[config.mk]
export PLATFORM = sky130hd
export DESIGN_NAME = basket_controller
export DESIGN_NICKNAME = d
export VERILOG_FILES = /design/src/rtl/basket_controller.sv
export SDC_FILE = /design/constraint.sdc
export NUM_CORES = 1
export LEC_CHECK = 0
export CELL_PAD_IN_SITES_DETAIL_PLACEMENT = 0
export CELL_PAD_IN_SITES_GLOBAL_PLACEMENT = 2
export CORE_MARGIN = 2
export CORE_UTILIZATION = 40
export CTS_CLUSTER_DIAMETER = 150
export DETAILED_ROUTE_END_ITERATION = 7
export PLACE_DENSITY_LB_ADDON = 0.15
export SLEW_MARGIN = 20
export SYNTH_ARGS = -nofsm -noshare
export SYNTH_HDL_FRONTEND = slang
export SYNTH_SLANG_ARGS = --single-unit
[constraint.sdc]
create_clock -name CLOCK_50 -period 6.1 [get_ports CLOCK_50]
set_input_delay 0.61 -clock CLOCK_50 [delete_from_list [all_inputs] [get_ports CLOCK_50]]
set_output_delay 0.61 -clock CLOCK_50 [all_outputs]
set_load 0.1 [all_outputs]
[src/rtl/basket_controller.sv]
//==============================================================================
// Module      : basket_controller
// Description : Customer basket for the sale terminal. Holds up to DEPTH line
//               items (product ID, quantity) and a running total price.
//               Add, remove and clear commands arrive as one-cycle strobes.
//               A slot-scan FSM finds an existing line for the same product,
//               so repeated adds merge into it.
// Ports       : CLOCK_50, RESET         - clock, synchronous active-high reset
//               Enable_Pulse, Op,
//               ProductID,
//               ProductQuantity         - command strobe and operands
//               Busy, Done_Pulse, Error - command status
//               TotalPrice, ItemCount   - basket totals
//               Rd_Index, Rd_Valid,
//               Rd_ProductID,
//               Rd_Quantity             - combinational slot read port
// Revision    : 1.0 - initial release
//==============================================================================
`default_nettype none

module basket_controller #(
    parameter  int DEPTH        = 8,
    parameter  int NUM_PRODUCTS = 12,
    parameter  int MAX_QTY      = 99,
    localparam int c_IDX_W      = $clog2(DEPTH)
) (
    input  logic               CLOCK_50,
    input  logic               RESET,
    input  logic               Enable_Pulse,
    input  logic [1:0]         Op,
    input  logic [3:0]         ProductID,
    input  logic [3:0]         ProductQuantity,
    output logic               Busy,
    output logic               Done_Pulse,
    output logic [2:0]         Error,
    output logic [15:0]        TotalPrice,
    output logic [c_IDX_W:0]   ItemCount,
    input  logic [c_IDX_W-1:0] Rd_Index,
    output logic               Rd_Valid,
    output logic [3:0]         Rd_ProductID,
    output logic [6:0]         Rd_Quantity
);

    localparam logic [1:0] c_OP_ADD    = 2'b00;
    localparam logic [1:0] c_OP_REMOVE = 2'b01;
    localparam logic [1:0] c_OP_CLEAR  = 2'b10;
    localparam logic [1:0] c_OP_RSVD   = 2'b11;

    localparam logic [2:0] c_ERR_OK       = 3'd0;
    localparam logic [2:0] c_ERR_BAD_ID   = 3'd1;
    localparam logic [2:0] c_ERR_ZERO_QTY = 3'd2;
    localparam logic [2:0] c_ERR_FULL     = 3'd3;
    localparam logic [2:0] c_ERR_OVERFLOW = 3'd4;
    localparam logic [2:0] c_ERR_NOTFOUND = 3'd5;
    localparam logic [2:0] c_ERR_BAD_OP   = 3'd6;

    localparam logic [c_IDX_W-1:0] c_LAST_IDX = c_IDX_W'(DEPTH - 1);
    localparam logic [c_IDX_W:0]   c_CNT_ONE  = (c_IDX_W + 1)'(1);

    typedef enum logic [1:0] {
        S_IDLE   = 2'd0,
        S_SCAN   = 2'd1,
        S_COMMIT = 2'd2,
        S_DONE   = 2'd3
    } state_t;

    state_t r_state;
    state_t w_next_state;

    // Slot storage
    logic                r_valid    [DEPTH];
    logic [3:0]          r_pid      [DEPTH];
    logic [6:0]          r_slot_qty [DEPTH];

    // Latched command
    logic [1:0]          r_op;
    logic [3:0]          r_id;
    logic [3:0]          r_qty;

    // Scan results
    logic [c_IDX_W-1:0]  r_scan_idx;
    logic                r_match_found;
    logic [c_IDX_W-1:0]  r_match_idx;
    logic                r_free_found;
    logic [c_IDX_W-1:0]  r_free_idx;

    logic [2:0]          r_error;
    logic [15:0]         r_total;
    logic [c_IDX_W:0]    r_item_cnt;

    logic [2:0]          w_val_err;
    logic [2:0]          w_commit_err;
    logic [7:0]          w_price;
    logic [11:0]         w_prod;
    logic [6:0]          w_match_qty;
    logic [7:0]          w_sum;
    logic [6:0]          w_diff;

    //--------------------------------------------------------------------------
    // Price ROM, indexed by the latched product ID
    //--------------------------------------------------------------------------
    always_comb begin
        w_price = 8'd0;
        case (r_id)
            4'd0:    w_price = 8'd5;
            4'd1:    w_price = 8'd8;
            4'd2:    w_price = 8'd12;
            4'd3:    w_price = 8'd3;
            4'd4:    w_price = 8'd20;
            4'd5:    w_price = 8'd7;
            4'd6:    w_price = 8'd15;
            4'd7:    w_price = 8'd9;
            4'd8:    w_price = 8'd4;
            4'd9:    w_price = 8'd11;
            4'd10:   w_price = 8'd6;
            4'd11:   w_price = 8'd25;
            default: w_price = 8'd0;
        endcase
    end

    assign w_prod      = {8'd0, r_qty} * {4'd0, w_price};
    assign w_match_qty = r_slot_qty[r_match_idx];
    assign w_sum       = {1'b0, w_match_qty} + {4'd0, r_qty};
    assign w_diff      = w_match_qty - {3'd0, r_qty};

    //--------------------------------------------------------------------------
    // Operand validation on the raw inputs, evaluated at acceptance
    //--------------------------------------------------------------------------
    always_comb begin
        w_val_err = c_ERR_OK;
        if (Op == c_OP_RSVD) begin
            w_val_err = c_ERR_BAD_OP;
        end else if (Op != c_OP_CLEAR) begin
            if (int'(ProductID) >= NUM_PRODUCTS) begin
                w_val_err = c_ERR_BAD_ID;
            end else if (ProductQuantity == 4'd0) begin
                w_val_err = c_ERR_ZERO_QTY;
            end
        end
    end

    //--------------------------------------------------------------------------
    // Outcome of the commit step, from the scan results
    //--------------------------------------------------------------------------
    always_comb begin
        w_commit_err = c_ERR_OK;
        case (r_op)
            c_OP_ADD: begin
                if (r_match_found) begin
                    if (int'(w_sum) > MAX_QTY) begin
                        w_commit_err = c_ERR_OVERFLOW;
                    end
                end else if (!r_free_found) begin
                    w_commit_err = c_ERR_FULL;
                end
            end
            c_OP_REMOVE: begin
                if (!r_match_found || ({3'd0, r_qty} > w_match_qty)) begin
                    w_commit_err = c_ERR_NOTFOUND;
                end
            end
            default: w_commit_err = c_ERR_OK;
        endcase
    end

    //--------------------------------------------------------------------------
    // FSM state register
    //--------------------------------------------------------------------------
    always_ff @(posedge CLOCK_50) begin
        if (RESET) begin
            r_state <= S_IDLE;
        end else begin
            r_state <= w_next_state;
        end
    end

    //--------------------------------------------------------------------------
    // FSM next state and status outputs
    //--------------------------------------------------------------------------
    always_comb begin
        w_next_state = r_state;
        Busy         = 1'b1;
        Done_Pulse   = 1'b0;
        case (r_state)
            S_IDLE: begin
                Busy = 1'b0;
                if (Enable_Pulse) begin
                    if (w_val_err != c_ERR_OK) begin
                        w_next_state = S_DONE;
                    end else if (Op == c_OP_CLEAR) begin
                        w_next_state = S_COMMIT;
                    end else begin
                        w_next_state = S_SCAN;
                    end
                end
            end
            S_SCAN: begin
                if (r_scan_idx == c_LAST_IDX) begin
                    w_next_state = S_COMMIT;
                end
            end
            S_COMMIT: begin
                w_next_state = S_DONE;
            end
            S_DONE: begin
                Done_Pulse   = 1'b1;
                w_next_state = S_IDLE;
            end
            default: begin
                w_next_state = S_IDLE;
            end
        endcase
    end

    //--------------------------------------------------------------------------
    // Datapath: command latch, scan bookkeeping, slot and total updates.
    // Error is written on the edge that enters DONE so it changes together
    // with Done_Pulse.
    //--------------------------------------------------------------------------
    always_ff @(posedge CLOCK_50) begin
        if (RESET) begin
            for (int i = 0; i < DEPTH; i++) begin
                r_valid[i]    <= 1'b0;
                r_pid[i]      <= 4'd0;
                r_slot_qty[i] <= 7'd0;
            end
            r_op          <= 2'd0;
            r_id          <= 4'd0;
            r_qty         <= 4'd0;
            r_scan_idx    <= '0;
            r_match_found <= 1'b0;
            r_match_idx   <= '0;
            r_free_found  <= 1'b0;
            r_free_idx    <= '0;
            r_error       <= c_ERR_OK;
            r_total       <= 16'd0;
            r_item_cnt    <= '0;
        end else begin
            case (r_state)
                S_IDLE: begin
                    if (Enable_Pulse) begin
                        r_op          <= Op;
                        r_id          <= ProductID;
                        r_qty         <= ProductQuantity;
                        r_scan_idx    <= '0;
                        r_match_found <= 1'b0;
                        r_free_found  <= 1'b0;
                        if (w_val_err != c_ERR_OK) begin
                            r_error <= w_val_err;
                        end
                    end
                end
                S_SCAN: begin
                    if (r_valid[r_scan_idx]) begin
                        if (!r_match_found && (r_pid[r_scan_idx] == r_id)) begin
                            r_match_found <= 1'b1;
                            r_match_idx   <= r_scan_idx;
                        end
                    end else if (!r_free_found) begin
                        r_free_found <= 1'b1;
                        r_free_idx   <= r_scan_idx;
                    end
                    r_scan_idx <= r_scan_idx + c_IDX_W'(1);
                end
                S_COMMIT: begin
                    r_error <= w_commit_err;
                    if (r_op == c_OP_CLEAR) begin
                        for (int i = 0; i < DEPTH; i++) begin
                            r_valid[i]    <= 1'b0;
                            r_pid[i]      <= 4'd0;
                            r_slot_qty[i] <= 7'd0;
                        end
                        r_total    <= 16'd0;
                        r_item_cnt <= '0;
                    end else if (w_commit_err == c_ERR_OK) begin
                        if (r_op == c_OP_ADD) begin
                            if (r_match_found) begin
                                r_slot_qty[r_match_idx] <= w_sum[6:0];
                            end else begin
                                r_valid[r_free_idx]    <= 1'b1;
                                r_pid[r_free_idx]      <= r_id;
                                r_slot_qty[r_free_idx] <= {3'd0, r_qty};
                                r_item_cnt             <= r_item_cnt + c_CNT_ONE;
                            end
                            r_total <= r_total + {4'd0, w_prod};
                        end else begin
                            // Remove: slots are never compacted, an emptied
                            // slot simply becomes a free hole.
                            r_slot_qty[r_match_idx] <= w_diff;
                            if (w_diff == 7'd0) begin
                                r_valid[r_match_idx] <= 1'b0;
                                r_item_cnt           <= r_item_cnt - c_CNT_ONE;
                            end
                            r_total <= r_total - {4'd0, w_prod};
                        end
                    end
                end
                default: begin
                end
            endcase
        end
    end

    assign Error        = r_error;
    assign TotalPrice   = r_total;
    assign ItemCount    = r_item_cnt;
    assign Rd_Valid     = r_valid[Rd_Index];
    assign Rd_ProductID = r_pid[Rd_Index];
    assign Rd_Quantity  = r_slot_qty[Rd_Index];

endmodule

`default_nettype wire

==> flow_summary.yaml <==
sta:
  max_freq_mhz: 176
  period_share: 0.930
  setup_violations: 0
  final-max-slew-violation-count: 0
  fin_crit_ns: 5.67
  fin_tns_setup_ns: 0
  maxSlewHeadroom: 0.306
  tightest_slew_ns: 1.04
  fin_worst_skew_ns: 0.0151
  rsz0062_at_grt: "false"
  hold_viol_final: 0
cts:
  clock-sinks: 153
  clk_root_buffer_cell: "clkbuf_16"
  clk_latency_ns: 0.43
  htreeDepth: 4
  cts-resized-gates: 0
  cts_tree: "done"
  clk_path_buf_depth: 2
  postCtsSetupBuffers: 0
  postCtsHoldBufs: 0
  cts.clk_slew.worst_paths_ns: 0.07
  cts_made_buffers: 17
route:
  first_iter_violations: 494
  wire_per_inst_um: 19.5
  via_count: 7167
  ant_nets: 0
  routed_via_density: 5.43
  drc_errors: 0
  drt_pass1_iterations: 5
  wl_um: 25700
critical_path:
  required_ns: 6.45
  rr_worst_depth: 19
  cp-end-kind: "flop"
  crit_arrival_ns: 6.02
  start_kind: "flop"
  cp_max_fo: 11
  crit_type: "reg -> reg"
place:
  placedCellCount: 1288
  dpl.hpwl_um: 18800
  globalplace.congestion: 0.773
  port_buffers: 52
grt:
  antenna_found_initial: 0
  overflow: 0
  grt_start_max_net_pins: 53
  grt_pass1_vias: 7361
  grt_pass1_wl_um: 41500
  grtUsageTotal: 0.207
synthesis:
  ys_warn_count: 0
  synthCells: 947
  synth_cell_type_count: 74
  syn_nets: 1022
  syn_area_um2: 9910
  ys_seq_elements: 153
  ys_seq_area_frac: 0.406
  synthTopCellsByArea: "edfxtp_1, dfxtp_1, mux4_2"
  synth_ff_type: "edfxtp_1"
  yosys.area.top_type_share: 0.291
  async_flop_share: 0
  synth-edff-count: 96
  synth_area_per_cell_um2: 10.5
  yosysTopAreaCell: "edfxtp_1"
worst_hold_path:
  hold_path_class: "reg -> reg"
  hold_depth: 2
outcome:
  status: "finished clean"
flow_run:
  maxCapViolations: 0
cells_and_area:
  final_nets: 1058
  layout-drive-gt1-share: 0.116
  fill_cells: 2304
  syn_to_final_growth_pct: 13.8
  regArea_um2: 4020
  fin_cells: 1320
  num_antenna_cells: 0
  multi_input_area_um2: 5550
pwr:
  leakage_nw: 4.25
  irDropWorstVdd_v: 0.000159
  fin_total_pwr_mw: 3.56
  p_per_area_nw_per_um2: 316
floorplan:
  start_util: 0.408
  die_width_um: 161
  die_area_um2: 26100
  core_area_um2: 24300
  rows: 57
  pin_count: 53
  die_height_um: 161
## stage by stage
stage	worst slack, ns	hold WS, ns	utilization	area, µm²
2_1_floorplan	0.894	0.475	-	9910
5_1_grt	0.000423	0.511	0.464	11300
3_3_place_gp	0.494	0.464	0.440	10700
4_1_cts	0.405	0.484	0.464	11300
6_report	0.429	0.473	0.464	11300
3_5_place_dp	0.429	0.472	0.440	10700
## state kept, by name, indices dropped and copies added, names as in the netlist, 4 cells and up, named ones only
register and cells:
r_valid 8, TotalPrice 16, r_slot_qty 56, r_qty 4
ItemCount 4, r_pid 32, r_id 4, w_price 5
## synthesized netlist by cell type, types with 7 or more instances
cell type    n
nor2_1     111
edfxtp_1    96
nand2_1     76
dfxtp_1     57
and2_1      52
ha_1        49
a21oi_1     47
mux4_2      45
inv_1       40
mux2i_1     40
clkbuf_1    28
nand2b_1    28
o21ai_0     25
xnor2_1     22
nand3_1     20
nor2b_1     19
mux2_2      15
xor2_1      14
nor3_1      12
a31oi_1     10
fa_1        10
o21a_1       8
buf_2        7
o21bai_1     7
## layer usage
layer / part of all wire / vias up / global-route usage
met5: 0 / - / 0
met4: 0.019 / 0 / 0.0597
met3: 0.039 / 29 / 0.0342
met2: 0.48 / 144 / 0.356
met1: 0.46 / 3465 / 0.269
li1: - / 3529 / -
## power by group
group	internal [mW]	switching, mW	total, mW
Combinational	0.439	0.774	1.21
Clock	0.587	0.471	1.06
Sequential	1.19	0.103	1.29
## kinds of logic (layout without fill, tap and decap cells)
kind of cell	Yosys count	count (layout)	share of synthesized area
buffers and inverters	84	133	0.0340
XOR/XNOR	36	36	0.0318
flip-flops	153	153	0.406
multiplexers	101	101	0.161
adder cells (fa/ha/maj)	59	59	0.0820
AND/OR/NAND/NOR	358	358	0.179
AO/OA/AOI/OAI	156	156	0.106
## layout make-up
class | count | area share
multi-input cells | 710 | 0.492
flip-flops and latches | 153 | 0.357
repair buffers | 60 | 0.0506
clock buffers | 19 | 0.0393
well taps | 324 | 0.0359
inverters | 41 | 0.0136
clock inverters | 13 | 0.0121
## worst max-delay path: stages (launching register included)
cell and delay [ns]:
dfxtp_1 0.58, nand2_1 0.12, fa_1 0.48, fa_1 0.55
inv_1 0.07, ha_1 0.29, a211o_1 0.33, a211o_1 0.29
a221oi_1 0.54, nor3_1 0.21, nor2_1 0.16, xnor2_1 0.14
ha_1 0.32, a21o_1 0.19, a21o_1 0.17, a32o_1 0.23
o221ai_1 0.20, xor2_1 0.10, or4b_1 0.47, a31oi_1 0.16
## path summary, 6_finish.rpt
kind | endpoint | startpoint | slack (ns)
worst max-delay path | TotalPrice[15] | r_qty[1] | 0.43
worst max register to register | TotalPrice[15] | r_qty[1] | 0.43
worst min-delay path | ItemCount[2] | ItemCount[2] | 0.47
worst min register to register | ItemCount[2] | ItemCount[2] | 0.47
## layout by cell type, fill, tap and decap left out, drive strengths merged, types with 41 or more instances in the layout
master	n
nor2	111
edfxtp	96
nand2	76
dfxtp	57
and2	52
clkdlybuf4s50	50
ha	49
a21oi	48
inv	48
mux4	45
mux2i	41
Note: power is estimated with default switching activity, not from simulation.
